[src/rtl/bus_dma_m.sv]
// Bus-mastering block copier: halts the 6502 through RDY and copies bytes from src to dst.
// Optional BUS_DMA_FILL_EN adds a fill mode that writes a constant byte instead of copying.
module bus_dma_m #(
  parameter int LENGTH_WIDTH = 8
) (
  input  logic                    clk,
  input  logic                    rst,
  input  logic                    start,
  input  logic [15:0]             src_address,
  input  logic [15:0]             dst_address,
  input  logic [LENGTH_WIDTH-1:0] length,
`ifdef BUS_DMA_FILL_EN
  input  logic                    fill,
  input  logic [7:0]              fill_value,
`endif
  input  logic [7:0]              bus_data_in,
  output logic                    busy,
  output logic                    done,
  output logic                    cpu_rdy,
  output logic [15:0]             bus_address,
  output logic [7:0]              bus_data_out,
  output logic                    bus_write
);

  typedef enum logic [2:0] {IDLE, HALT, READ, CAPTURE, WRITE, DONE} state_e;

  state_e                state_q, state_d;
  logic [15:0]           src_q, src_d;
  logic [15:0]           dst_q, dst_d;
  logic [LENGTH_WIDTH:0] count_q, count_d;
  logic [7:0]            data_q, data_d;
  logic                  fill_mode;

  localparam logic [LENGTH_WIDTH:0] CountOne  = (LENGTH_WIDTH+1)'(1);
  localparam logic [LENGTH_WIDTH:0] CountFull = {1'b1, {LENGTH_WIDTH{1'b0}}};

`ifdef BUS_DMA_FILL_EN
  logic fill_q, fill_d;
  assign fill_mode = fill_q;
`else
  assign fill_mode = 1'b0;
`endif

  always_ff @(posedge clk) begin
    if (rst) begin
      state_q <= IDLE;
      src_q   <= '0;
      dst_q   <= '0;
      count_q <= '0;
      data_q  <= '0;
`ifdef BUS_DMA_FILL_EN
      fill_q  <= 1'b0;
`endif
    end else begin
      state_q <= state_d;
      src_q   <= src_d;
      dst_q   <= dst_d;
      count_q <= count_d;
      data_q  <= data_d;
`ifdef BUS_DMA_FILL_EN
      fill_q  <= fill_d;
`endif
    end
  end

  // Fill mode preloads the data register so WRITE needs no separate source select.
  always_comb begin
    src_d   = src_q;
    dst_d   = dst_q;
    count_d = count_q;
    data_d  = data_q;
`ifdef BUS_DMA_FILL_EN
    fill_d  = fill_q;
`endif
    case (state_q)
      IDLE: begin
        if (start) begin
          src_d   = src_address;
          dst_d   = dst_address;
          count_d = (length == '0) ? CountFull : {1'b0, length};
`ifdef BUS_DMA_FILL_EN
          fill_d  = fill;
          if (fill) data_d = fill_value;
`endif
        end
      end
      CAPTURE: data_d = bus_data_in;
      WRITE: begin
        src_d   = src_q + 16'd1;
        dst_d   = dst_q + 16'd1;
        count_d = count_q - CountOne;
      end
      default: ;
    endcase
  end

  always_comb begin
    state_d = state_q;
    case (state_q)
      IDLE:    if (start) state_d = HALT;
      HALT:    state_d = fill_mode ? WRITE : READ;
      READ:    state_d = CAPTURE;
      CAPTURE: state_d = WRITE;
      WRITE: begin
        if (count_q == CountOne) state_d = DONE;
        else                     state_d = fill_mode ? WRITE : READ;
      end
      DONE:    state_d = IDLE;
      default: state_d = IDLE;
    endcase
  end

  always_comb begin
    busy         = 1'b1;
    cpu_rdy      = 1'b0;
    done         = 1'b0;
    bus_write    = 1'b0;
    bus_address  = 16'h0000;
    bus_data_out = 8'h00;
    case (state_q)
      IDLE: begin
        busy    = 1'b0;
        cpu_rdy = 1'b1;
      end
      READ, CAPTURE: bus_address = src_q;
      WRITE: begin
        bus_address  = dst_q;
        bus_data_out = data_q;
        bus_write    = 1'b1;
      end
      DONE:    done = 1'b1;
      default: ;
    endcase
  end

endmodule

[config.mk]
export PLATFORM = sky130hd
export DESIGN_NAME = bus_dma_m
export DESIGN_NICKNAME = d
export VERILOG_FILES = /design/src/rtl/bus_dma_m.sv
export SDC_FILE = /design/constraint.sdc
export NUM_CORES = 1
export LEC_CHECK = 0
export CORE_MARGIN = 2
export CORE_UTILIZATION = 50
export DETAILED_ROUTE_END_ITERATION = 6
export GPL_TIMING_DRIVEN = 0
export PLACE_DENSITY = 0.79
export SYNTH_ARGS = -nofsm -noshare
export SYNTH_HDL_FRONTEND = slang
export SYNTH_SLANG_ARGS = --single-unit
[constraint.sdc]
create_clock -name clk -period 2.5 [get_ports clk]
set_input_delay 0.5 -clock clk [delete_from_list [all_inputs] [get_ports clk]]
set_output_delay 0.5 -clock clk [all_outputs]
set_load 0.02 [all_outputs]
## Word level (Yosys, flattened, before mapping)

Cells that the tools add are included.
W data, S select, Z words.

- Register bits after elaboration: 52
- Output and inout bits: 28
- Word-level logic and storage cells: 36
- Bits of input ports: 51

- Reductions and logical operators: 5
- Add/sub/neg operators: 3
- Eq/ne operators: 7
- Multiplexer cells: 16

Operator list:

| kind | count |
|---|---|
| $pmux W16 S2 | 3 |
| $add A16 B1 Y16 const B | 2 |
| $mux W16 | 2 |
| $mux W9 | 2 |
| $pmux W9 S2 | 1 |
| $pmux W3 S5 | 1 |
| $eq A9 B1 Y1 const B | 1 |
| $sub A9 B1 Y9 const B | 1 |
| $logic_not A8 Y1 | 1 |
| $mux W8 | 1 |
| $eq A3 B2 Y1 const B | 2 |
| $eq A3 B3 Y1 const B | 2 |
| $mux W3 | 2 |
| $mux W1 | 4 |
| $eq A3 B1 Y1 const B | 1 |
| $logic_not A3 Y1 | 1 |
| $ne A2 B2 Y1 const B | 1 |
| $reduce_and A2 Y1 | 1 |
| $reduce_bool A2 Y1 | 1 |
| $reduce_or A2 Y1 | 1 |

## Depth between registers and ports, before layout

- Depth in word-level cells: 4
- Depth in mapped cells: 9
- Depth with buffers taken out: 6

## Least setup slack after synthesis

No wires, ideal clock.

- Path type: reg-to-output
- Start point: register state_q[0]
- End point: output bus_data_out[0]
- Path buffers: 4
- Slack: 196 ps
- Arrival time: 1804 ps
- Required time: 2000 ps
- Stages on the path, launching flop included: 8
- Path through: dfxtp_1 > buf_6 > or3b_1 > buf_2 > inv_1 > buf_2 > clkbuf_1 > and2_1

- Cells in the longest elaborated chain, start to end: 2

Ends and longest elaborated chain:

| what | line | RTL |
|---|---|---|
| start: declaration | 27 | `state_e state_q, state_d;` |
| start signal: assignment | 55 | `state_q <= state_d;` |
| $eq A3 B3 Y1 | 120 | `case (state_q)` |
| $mux W8 | 120 |  |
| end: declaration | 21 | `output logic [7:0] bus_data_out,` |

Every way passes these cells.

## Worst setup path after layout

- Start point: register state_q[0]
- End point: output bus_address[6]

- Cells in the longest elaborated chain, start to end: 3
- Elaborated cells on any way between the ends: 5
- Classes of those cells: eq/ne (3); mux (1); reduce/logical (1)

Ends and longest elaborated chain:

| what | line | RTL |
|---|---|---|
| $eq A3 B2 Y1 | 120 |  |
| $reduce_or A2 Y1 | 120 |  |
| $pmux W16 S2 (*) | 120 |  |
| end: declaration | 20 | `output logic [15:0] bus_address,` |

Mark *: on every way between the ends. The rest lies on a longest branch, timed or not.

==> metrics.yaml <==
regArea_um2: 1040
drtIter0Drc: 393
insertion_delay_ns: 0.31
async_flop_share: 0
cts_max_path_buffers: 2
drc_errors: 0
crit_end: "bus_address[6]"
hold_viol_final: 0
tns_ns: 0
synth_commonest_cells: "dfxtp_1, a21oi_1, nand2_1"
critPathKind: "reg -> out"
clkTransAtPathRegs_ns: 0.09
boundaryPins: 79
cp.arrival_ns: 1.97
crit_start: "state_q[0]"
antenna_cells: 0
cp.required_ns: 2.00
ys_ff_latch: 52
rsz0062_at_grt: "no"
cts_tree: "built"
drive_above_1_share: 0.118
synth-compound-area-share: 0.320
syn_inst: 411
syn-cell-area_um2: 3150
max_freq_mhz: 405
synth_edf_count: 0
critPathLaunchType: "flop"
place_congestion: 0.909
vdd_drop_max_mv: 0.332
crit_path_end_kind: "primary output"
dp_slack_ns: -0.637
synth-simple-area-share: 0.263
grt_pass1_vias: 3550
seq_area_frac_synth: 0.331
grt_max_degree: 15
synthAdderAreaFrac: 0.0159
synth_nets: 466
finalCritPeriodShare: 0.988
relSlewSlack: 0.265
fin_worst_skew_ns: 0.00521
vias: 3715
setup_slack_ns: 0.0309
area_delta_synth_final_pct: 32.6
tightestPinTransition_ns: 1.10
cts-root-buf: "clkbuf_8"
syn_avg_cell_area_um2: 7.66
drtPass1Iterations: 6
htreeDepth: 2
whs_ns: 0.456
die_w_um: 83.3
grt_overflow: 0
dp_hpwl_um: 7670
ys.warnings.count: 0
core_um2: 5990
max_cap_violations: 0
port_buffers: 77
r2r_cells: 5
multi_input_area_um2: 1940
holdPathStages: 2
status: "finished clean"
finalNetCount: 553
ant_nets: 0
clock-sinks: 52
fillers: 503
totalWireLength_um: 11400
die_area_um2: 6940
crit_fanout: 8
pwr_density_cell_nw_per_um2: 507
wl_per_cell_um: 19.8
p_leak_nw: 1.52
r2r_slack_ns: 0.32
r2r_end: "src_q[14]"
grt_pass1_wl_um: 17900
start_util: 0.525
synth_top_family_by_area: "compound AO/OA/AOI/OAI gates"
antenna_found_initial: 0
ys_types: 58
p_total_w: 0.00212
synthMuxAreaShare: 0.00318
yosys.area.top_type: "dfxtp_1"
ys_top_cells_by_area: "dfxtp_1, a21oi_1, o21ai_0"
reg2reg_from: "src_q[0]"
yosysMostFrequentCell: "dfxtp_1"
numCtsBuffers: 5
grtUsageTotal: 0.317
drv_slew: 0
die_h_um: 83.3
row_count: 28
hold_path.class: "reg -> reg"
vias_per_cell: 6.47
setup_viol: 0
synth_xor_area_frac: 0.00557
synthFlopType: "dfxtp_1"
synth_top_area_frac: 0.331
fin_crit_ns: 2.47
==> per-stage QoR <==
stage	util	cells	area (µm²)
final	0.697	574	4170
after global routing	0.697	574	4170
after CTS	0.689	574	4130
after detailed placement	0.671	563	4020
after global placement	0.670	563	4010
after floorplan	-	411	3150
==> power by group <==
| part | internal, W | switching [W] | leakage, nW |
|---|---|---|---|
| Sequential | 0.000909 | 0.000105 | 0.427 |
| Clock | 0.000227 | 0.000292 | 0.0455 |
| Combinational | 0.000254 | 0.000329 | 1.05 |
==> what timing repair did <==
| item | 4_1_cts | 5_1_grt |
|---|---|---|
| setup buffers | 3 | 0 |
| resized for setup | 136 | 12 |
| hold buffers | 0 | 0 |
| cloned | 0 | 1 |
| endpoints found under the setup margin | 26 | 25 |
| pin swaps | 0 | 0 |
==> logic make-up after synthesis <==
family / Yosys count
AO/OA/AOI/OAI: 154
XOR/XNOR: 2
adder cells (fa/ha/maj): 4
buffers and inverters: 47
flip-flops: 52
multiplexers: 1
AND/OR/NAND/NOR: 151
==> worst max-delay path, stage by stage (launching register included) <==
cell and delay, ns:
dfxtp_1 0.32, buf_6 0.13, or3b_4 0.39, buf_6 0.15, inv_2 0.08, buf_6 0.14, clkbuf_16 0.15, a22o_1 0.12
buf_2 0.16
==> final cells by class <==
class / instances / share of cell area
Clock buffer: 8 / 0.0216
Inverter: 10 / 0.00900
Tap cell: 75 / 0.0225
Buffer: 36 / 0.0570
Timing Repair Buffer: 81 / 0.175
Multi-Input combinational cell: 312 / 0.465
Sequential cell: 52 / 0.250
==> layer usage <==
layer	up-vias	GRT usage	share of wire
met3	27	0.0586	0.099
met1	1722	0.424	0.41
met2	233	0.510	0.47
met5	-	0	0
li1	1733	-	-
met4	0	0.115	0.021
==> state kept, by name (all words and copies together) (netlist names) <==
register and cells:
data_q 8, state_q 3, dst_q 16, src_q 16, count_q 9
==> worst min path at each step <==
stage               from        end  slack, ns
2_1_floorplan  data_q[0]  data_q[0]       0.43
3_3_place_gp   data_q[7]  data_q[7]       0.44
3_5_place_dp   data_q[5]  data_q[5]       0.44
4_1_cts        data_q[5]  data_q[5]       0.46
5_1_grt        data_q[2]  data_q[2]       0.47
6_report       data_q[5]  data_q[5]       0.46
==> cell usage in the layout, fill, tap and decap left out, types with 10 or more instances in the layout <==
| cell | n |
|---|---|
| a211oi_1 | 12 |
| a21oi_1 | 43 |
| a22o_1 | 14 |
| and2_1 | 10 |
| buf_2 | 14 |
| buf_4 | 12 |
| clkbuf_1 | 22 |
| clkdlybuf4s50_1 | 51 |
| dfxtp_1 | 51 |
| nand2_1 | 35 |
| nand3_1 | 19 |
| nor2_1 | 17 |
| nor3_1 | 11 |
| o21ai_0 | 32 |
Note: power is estimated with default switching activity, not from simulation.
